### src/rtl/edge_pkg.sv
// Shared types for the edge frame arbiter: pixel formats, input FSM states,
// frame-owner tag and the frame size helper.
package edge_pkg;

    typedef logic [23:0] pixel_rgb_t;
    typedef logic [7:0]  pixel_gray_t;
    typedef logic [0:0]  owner_t;

    typedef enum logic {
        IDLE,
        STREAM
    } in_state_t;

    function automatic int pixel_count(input int w, input int h);
        return w * h;
    endfunction

endpackage

### src/rtl/owner_tag_fifo.sv
// Small FWFT queue of frame owners carried across the edge_detect latency.
// Ports: clock/reset, push + push_owner, pop, full/empty, head (oldest tag).
module owner_tag_fifo
    import edge_pkg::*;
#(
    parameter int DEPTH = 2
) (
    input  logic   clock,
    input  logic   reset,
    input  logic   push,
    input  owner_t push_owner,
    input  logic   pop,
    output logic   full,
    output logic   empty,
    output owner_t head
);

    localparam int PW = (DEPTH > 1) ? $clog2(DEPTH) : 1;
    localparam int CW = $clog2(DEPTH + 1);

    owner_t        mem [DEPTH];
    logic [PW-1:0] wr_ptr;
    logic [PW-1:0] rd_ptr;
    logic [CW-1:0] count;
    logic          do_push;
    logic          do_pop;

    function automatic logic [PW-1:0] bump(input logic [PW-1:0] p);
        return (p == PW'(DEPTH - 1)) ? '0 : p + PW'(1);
    endfunction

    assign full    = (count == CW'(DEPTH));
    assign empty   = (count == '0);
    assign head    = mem[rd_ptr];
    assign do_push = push && !full;
    assign do_pop  = pop && !empty;

    always_ff @(posedge clock) begin
        if (do_push) begin
            mem[wr_ptr] <= push_owner;
        end
    end

    always_ff @(posedge clock) begin
        if (reset) begin
            wr_ptr <= '0;
            rd_ptr <= '0;
            count  <= '0;
        end else begin
            if (do_push) begin
                wr_ptr <= bump(wr_ptr);
            end
            if (do_pop) begin
                rd_ptr <= bump(rd_ptr);
            end
            unique case ({do_push, do_pop})
                2'b10:   count <= count + CW'(1);
                2'b01:   count <= count - CW'(1);
                default: count <= count;
            endcase
        end
    end

endmodule

### src/rtl/edge_frame_arbiter.sv
// Shares one edge_detect between two FWFT pixel sources, one frame at a time.
// Ports: src0/src1 FIFO side, ed_in/ed_out edge_detect side, dst0/dst1 consumers.
module edge_frame_arbiter
    import edge_pkg::*;
#(
    parameter int IMG_WIDTH  = 720,
    parameter int IMG_HEIGHT = 540,
    parameter int TAG_DEPTH  = 2
) (
    input  logic        clock,
    input  logic        reset,
    input  logic        src0_empty,
    output logic        src0_rd_en,
    input  pixel_rgb_t  src0_dout,
    input  logic        src1_empty,
    output logic        src1_rd_en,
    input  pixel_rgb_t  src1_dout,
    input  logic        ed_in_full,
    output logic        ed_in_wr_en,
    output pixel_rgb_t  ed_in_din,
    input  logic        ed_out_empty,
    output logic        ed_out_rd_en,
    input  pixel_gray_t ed_out_dout,
    output logic        dst0_empty,
    input  logic        dst0_rd_en,
    output logic        dst1_empty,
    input  logic        dst1_rd_en,
    output pixel_gray_t dst_dout,
    output owner_t      in_owner,
    output logic        in_busy
);

    localparam int PIXELS = pixel_count(IMG_WIDTH, IMG_HEIGHT);
    localparam int CNT_W  = (PIXELS > 1) ? $clog2(PIXELS) : 1;
    localparam logic [CNT_W-1:0] LAST = CNT_W'(PIXELS - 1);

    in_state_t        state_q;
    in_state_t        state_d;
    owner_t           owner_q;
    owner_t           owner_d;
    owner_t           last_q;
    owner_t           last_d;
    logic [CNT_W-1:0] in_cnt_q;
    logic [CNT_W-1:0] in_cnt_d;
    logic [CNT_W-1:0] out_cnt_q;
    logic [CNT_W-1:0] out_cnt_d;

    logic   req0;
    logic   req1;
    logic   own_empty;
    logic   xfer;
    logic   tag_push;
    logic   tag_pop;
    logic   tag_full;
    logic   tag_empty;
    owner_t tag_head;

    assign req0      = !src0_empty;
    assign req1      = !src1_empty;
    assign own_empty = owner_q[0] ? src1_empty : src0_empty;

    // Grant is gated on tag space so a push never meets a full queue.
    always_comb begin
        state_d  = state_q;
        owner_d  = owner_q;
        last_d   = last_q;
        in_cnt_d = in_cnt_q;
        tag_push = 1'b0;
        xfer     = 1'b0;
        unique case (state_q)
            IDLE: begin
                if (!tag_full && (req0 || req1)) begin
                    owner_d  = (req0 && req1) ? ~last_q : owner_t'(req1);
                    last_d   = owner_d;
                    tag_push = 1'b1;
                    in_cnt_d = '0;
                    state_d  = STREAM;
                end
            end
            STREAM: begin
                xfer = !own_empty && !ed_in_full;
                if (xfer) begin
                    if (in_cnt_q == LAST) begin
                        state_d = IDLE;
                    end else begin
                        in_cnt_d = in_cnt_q + CNT_W'(1);
                    end
                end
            end
            default: state_d = IDLE;
        endcase
    end

    assign src0_rd_en  = !reset && xfer && !owner_q[0];
    assign src1_rd_en  = !reset && xfer && owner_q[0];
    assign ed_in_wr_en = !reset && xfer;
    assign ed_in_din   = owner_q[0] ? src1_dout : src0_dout;
    assign in_busy     = !reset && (state_q == STREAM);
    assign in_owner    = reset ? owner_t'(0) : owner_q;

    // Output routing follows the oldest tag; the other consumer sees empty.
    always_comb begin
        dst0_empty   = 1'b1;
        dst1_empty   = 1'b1;
        ed_out_rd_en = 1'b0;
        out_cnt_d    = out_cnt_q;
        tag_pop      = 1'b0;
        if (!reset && !tag_empty) begin
            unique case (1'b1)
                !tag_head[0]: begin
                    dst0_empty   = ed_out_empty;
                    ed_out_rd_en = dst0_rd_en && !ed_out_empty;
                end
                tag_head[0]: begin
                    dst1_empty   = ed_out_empty;
                    ed_out_rd_en = dst1_rd_en && !ed_out_empty;
                end
                default: ed_out_rd_en = 1'b0;
            endcase
            if (ed_out_rd_en) begin
                if (out_cnt_q == LAST) begin
                    out_cnt_d = '0;
                    tag_pop   = 1'b1;
                end else begin
                    out_cnt_d = out_cnt_q + CNT_W'(1);
                end
            end
        end
    end

    assign dst_dout = ed_out_dout;

    always_ff @(posedge clock) begin
        if (reset) begin
            state_q   <= IDLE;
            owner_q   <= '0;
            last_q    <= 1'b1;
            in_cnt_q  <= '0;
            out_cnt_q <= '0;
        end else begin
            state_q   <= state_d;
            owner_q   <= owner_d;
            last_q    <= last_d;
            in_cnt_q  <= in_cnt_d;
            out_cnt_q <= out_cnt_d;
        end
    end

    owner_tag_fifo #(
        .DEPTH(TAG_DEPTH)
    ) u_tags (
        .clock      (clock),
        .reset      (reset),
        .push       (tag_push),
        .push_owner (owner_d),
        .pop        (tag_pop),
        .full       (tag_full),
        .empty      (tag_empty),
        .head       (tag_head)
    );

    // An edge pixel with no frame in flight has no owner to go to.
    always_ff @(posedge clock) begin
        if (!reset) begin
            assert (!(tag_empty && !ed_out_empty));
        end
    end

endmodule

### config.mk
export PLATFORM = sky130hd
export DESIGN_NAME = edge_frame_arbiter
export DESIGN_NICKNAME = d
export VERILOG_FILES = /design/src/rtl/edge_pkg.sv /design/src/rtl/owner_tag_fifo.sv /design/src/rtl/edge_frame_arbiter.sv
export SDC_FILE = /design/constraint.sdc
export NUM_CORES = 1
export LEC_CHECK = 0
export CAP_MARGIN = 20
export CORE_UTILIZATION = 45
export CTS_BUF_LIST = sky130_fd_sc_hd__clkbuf_16
export DETAILED_ROUTE_END_ITERATION = 10
export GPL_TIMING_DRIVEN = 0
export PLACE_DENSITY = 0.8
export SYNTH_ARGS = -nofsm -noshare
export SYNTH_HDL_FRONTEND = slang
export SYNTH_SLANG_ARGS = --single-unit
### constraint.sdc
create_clock -name clock -period 2.5 [get_ports clock]
set_input_delay 0.375 -clock clock [delete_from_list [all_inputs] [get_ports clock]]
set_output_delay 0.375 -clock clock [all_outputs]
set_load 0.02 [all_outputs]
==> metrics.cfg <==
[place]
dpl.hpwl_um=5780
port_buffers=95
place_ws_ps=-735
dpl_cell_area_um2=3940
gp_congestion=0.870

[cts]
numClockSinks=48
cts_root_buffer=clkbuf_16
htree_levels=2
clk_path_buf_depth=2
cts_tree=built
clk_latency_ps=290
clk_transition_reported_paths_ps=60
cts_buffers=5

[timing]
slew-limit-headroom_pct=57.8
rsz0062_at_grt=false
fin_skew_ps=6.37
timing.fmax_mhz=410
setup_ws_ps=62.9
fin_crit_sh_pct=97.5
worst_slew_pin_slew_ps=628
period_needed_ps=2440
slew_violations=0
setup_viol=0
hold_violations=0
whs_ps=464

[synthesis]
synth_area_um2=2900
synth_edf_count=2
async_reset_ff_share_pct=0
avgSynthCellArea_um2=8.67
yosys.cell_types.count=60
yosysSeqAreaShare_pct=33.9
synth_top_area_share_pct=31.8
synth-main-ff-cell=dfxtp_1
synth_cells=334
synth_area_leader_cell=dfxtp_1
synth.area.top_cells=dfxtp_1, mux2_2, xnor2_1
ys_warn_count=0
synthesis.nets=401
ys_seq_elements=48

[cells_and_area]
fin_nets=505
design_area_um2=4120
drive_above_1_share_pct=14.8
area_delta_synth_final_pct=42.4
n_antenna_cell=0

[die]
die_w_um=82.2
std_cell_rows=28
ios=104
fp.dieArea_um2=6760
initial_core_util_pct=47.8
die_y_um=82.2
core_um2=6060

[global_routing]
antenna_found_initial=0
grt.total_usage_pct=24.8
grt_remaining_overflow=0
grt_max_degree=15
grt_pass1_wl_um=12800
grt_pass1_vias=2850

[worst_setup_path]
cp_max_fo=3
rr_worst_depth=7
cp-end-kind=output port
crit_arrival_ps=2060
crit_start=reset
reg2reg_slack_ps=190
required_ps=2120
path_cells=clkdlybuf4s50_1 -> nor3_1 -> nand2_1 -> clkdlybuf4s50_1
cpMostUsedCell=clkdlybuf4s50_1
timing.rr.start=u_tags.count[0]
r2r_end=u_tags.count[1]
path_class=input port to output port
cpMaxStageDelayCell=nor3_1
critical_path.max_stage_delay_ps=560
critical_path.endpoint=dst0_empty
crit_path_start_kind=input port

[power_and_ir_drop]
p_leak_nw=1.51
ir_drop_mv=0.343
powerDensity_nw_per_um2=488

[routing]
drt_iter0_markers=167
viasPerCell=5.79
num_vias=2975
firstDrtPassIters=5
wl_per_cell_um=15.2
ant_nets=0
drcViolationCount=0
routed_wl_um=7800

[hold_path]
hp-class=register to register
min_from=last_q

[status]
status=complete, no violations

[run]
max-cap-violations=0

[synthesized netlist by cell type, types with 2 or more instances]
library cell  number
dfxtp_1           46
nor2_1            32
a21oi_1           25
mux2_2            24
nand2_1           19
xnor2_1           19
o21ai_0           17
nand3_1           12
nor3_1            12
nand4_1           11
buf_4              9
nor4_1             7
or3_1              7
and2_1             6
clkbuf_1           6
inv_1              6
and4_1             5
nor2b_1            5
a311oi_1           4
buf_2              4
a21o_1             3
a32o_1             3
and3_1             3
buf_6              3
ha_1               3
nor4b_1            3
edfxtp_1           2
mux2i_2            2
nand3b_1           2
nand4b_1           2
nor3b_1            2
nor4bb_1           2
[final cells by class]
| class | count | area (um2) |
|---|---|---|
| clock buffers | 5 | 125 |
| clock inverters | 3 | 12.5 |
| fillers | 504 | 1940 |
| plain buffers | 24 | 165 |
| well taps | 75 | 93.8 |
| inverters | 8 | 32.5 |
| repair buffers | 97 | 967 |
| flip-flops and latches | 48 | 981 |
| multi-input cells | 254 | 1750 |
[state kept, by name (all words and copies together) (netlist names), named ones only]
name,cells
u_tags.count,2
out_cnt_q,19
u_tags.wr_ptr,1
state_q,1
last_q,1
in_cnt_q,19
u_tags.mem,2
owner_q,1
u_tags.rd_ptr,1
[cells by family (layout without fill, tap and decap cells)]
| group | count (synthesis) | count (layout) | share of synthesized area, % |
|---|---|---|---|
| adders and majority gates | 3 | 3 | 1.30 |
| DFF | 48 | 48 | 33.9 |
| muxes | 27 | 27 | 10.6 |
| and+or+nand+nor | 139 | 139 | 27.7 |
| AOI/OAI and AO/OA | 65 | 65 | 14.2 |
| buffers and inverters | 32 | 137 | 6.31 |
| xor gates and xnor gates | 20 | 20 | 6.05 |
[layout by cell type (no fill, tap or decap), types with 3 or more instances in the layout]
master,n
xnor2_1,19
nand4_1,11
a32o_1,3
inv_1,8
clkbuf_16,5
buf_4,11
and4_1,5
dfxtp_1,46
buf_6,3
clkdlybuf4s50_1,90
a21o_1,3
nand2_1,19
clkbuf_4,3
a21oi_1,25
nor4_1,7
and2_1,6
nor2b_1,5
a311oi_1,4
ha_1,3
o21ai_0,17
clkbuf_1,3
buf_2,4
or3_1,7
nor4b_1,3
nor2_1,31
mux2_2,24
nand3_1,12
nor3_1,12
and3_1,3
dlygate4sd2_1,3
[routing by layer]
layer  up-vias  wire length [um]  global-route usage [%]
li1       1430                 -                       -
met3        15               622                    6.15
met5         -                 0                       0
met4         0               119                    8.07
met2       147              3870                    44.2
met1      1383              3190                    28.7
[worst min-delay path by stage]
stage                     endpoint  slack, ps  cells past startpoint
after detailed placement    last_q        450                      2
after floorplan             last_q        430                      2
after CTS                   last_q        460                      2
final                       last_q        460                      2
after global placement      last_q        440                      2
after global routing        last_q        500                      2
[worst max-delay path, delay by kind of cell]
kind | cells | cell delay (ps)
buffers and inverters | 2 | 1010
and+or+nand+nor | 2 | 680
[metrics by stage]
| stage | instances | setup TNS [ps] | total power [W] | utilization (%) |
|---|---|---|---|---|
| finish | 514 | 0 | 0.00201 | 68.0 |
| global route | 514 | 0 | 0.00209 | 68.0 |
| CTS | 514 | 0 | 0.00201 | 67.8 |
| detailed placement | 504 | -3500 | 0.00137 | 65.0 |
| global placement | 504 | -2900 | 0.00136 | 65.0 |
| floorplan | 334 | 0 | 0.00113 | - |
[where the power goes]
| group | internal, W | switching, W | total, W |
|---|---|---|---|
| Sequential | 0.000796 | 0.0000242 | 0.000821 |
| Combinational | 0.000288 | 0.000261 | 0.000550 |
| Clock | 0.000362 | 0.000282 | 0.000644 |
| Total | 0.00145 | 0.000567 | 0.00201 |
[repair_timing]
item                                   in CTS  in global routing
hold buffers                                0                  0
setup endpoints to repair                  23                 19
gates resized for setup                    10                  8
buffers inserted                            2                  0
endpoints found under the hold margin       0                  0
gates cloned                                0                  0
(Power assumes the default switching activity.)
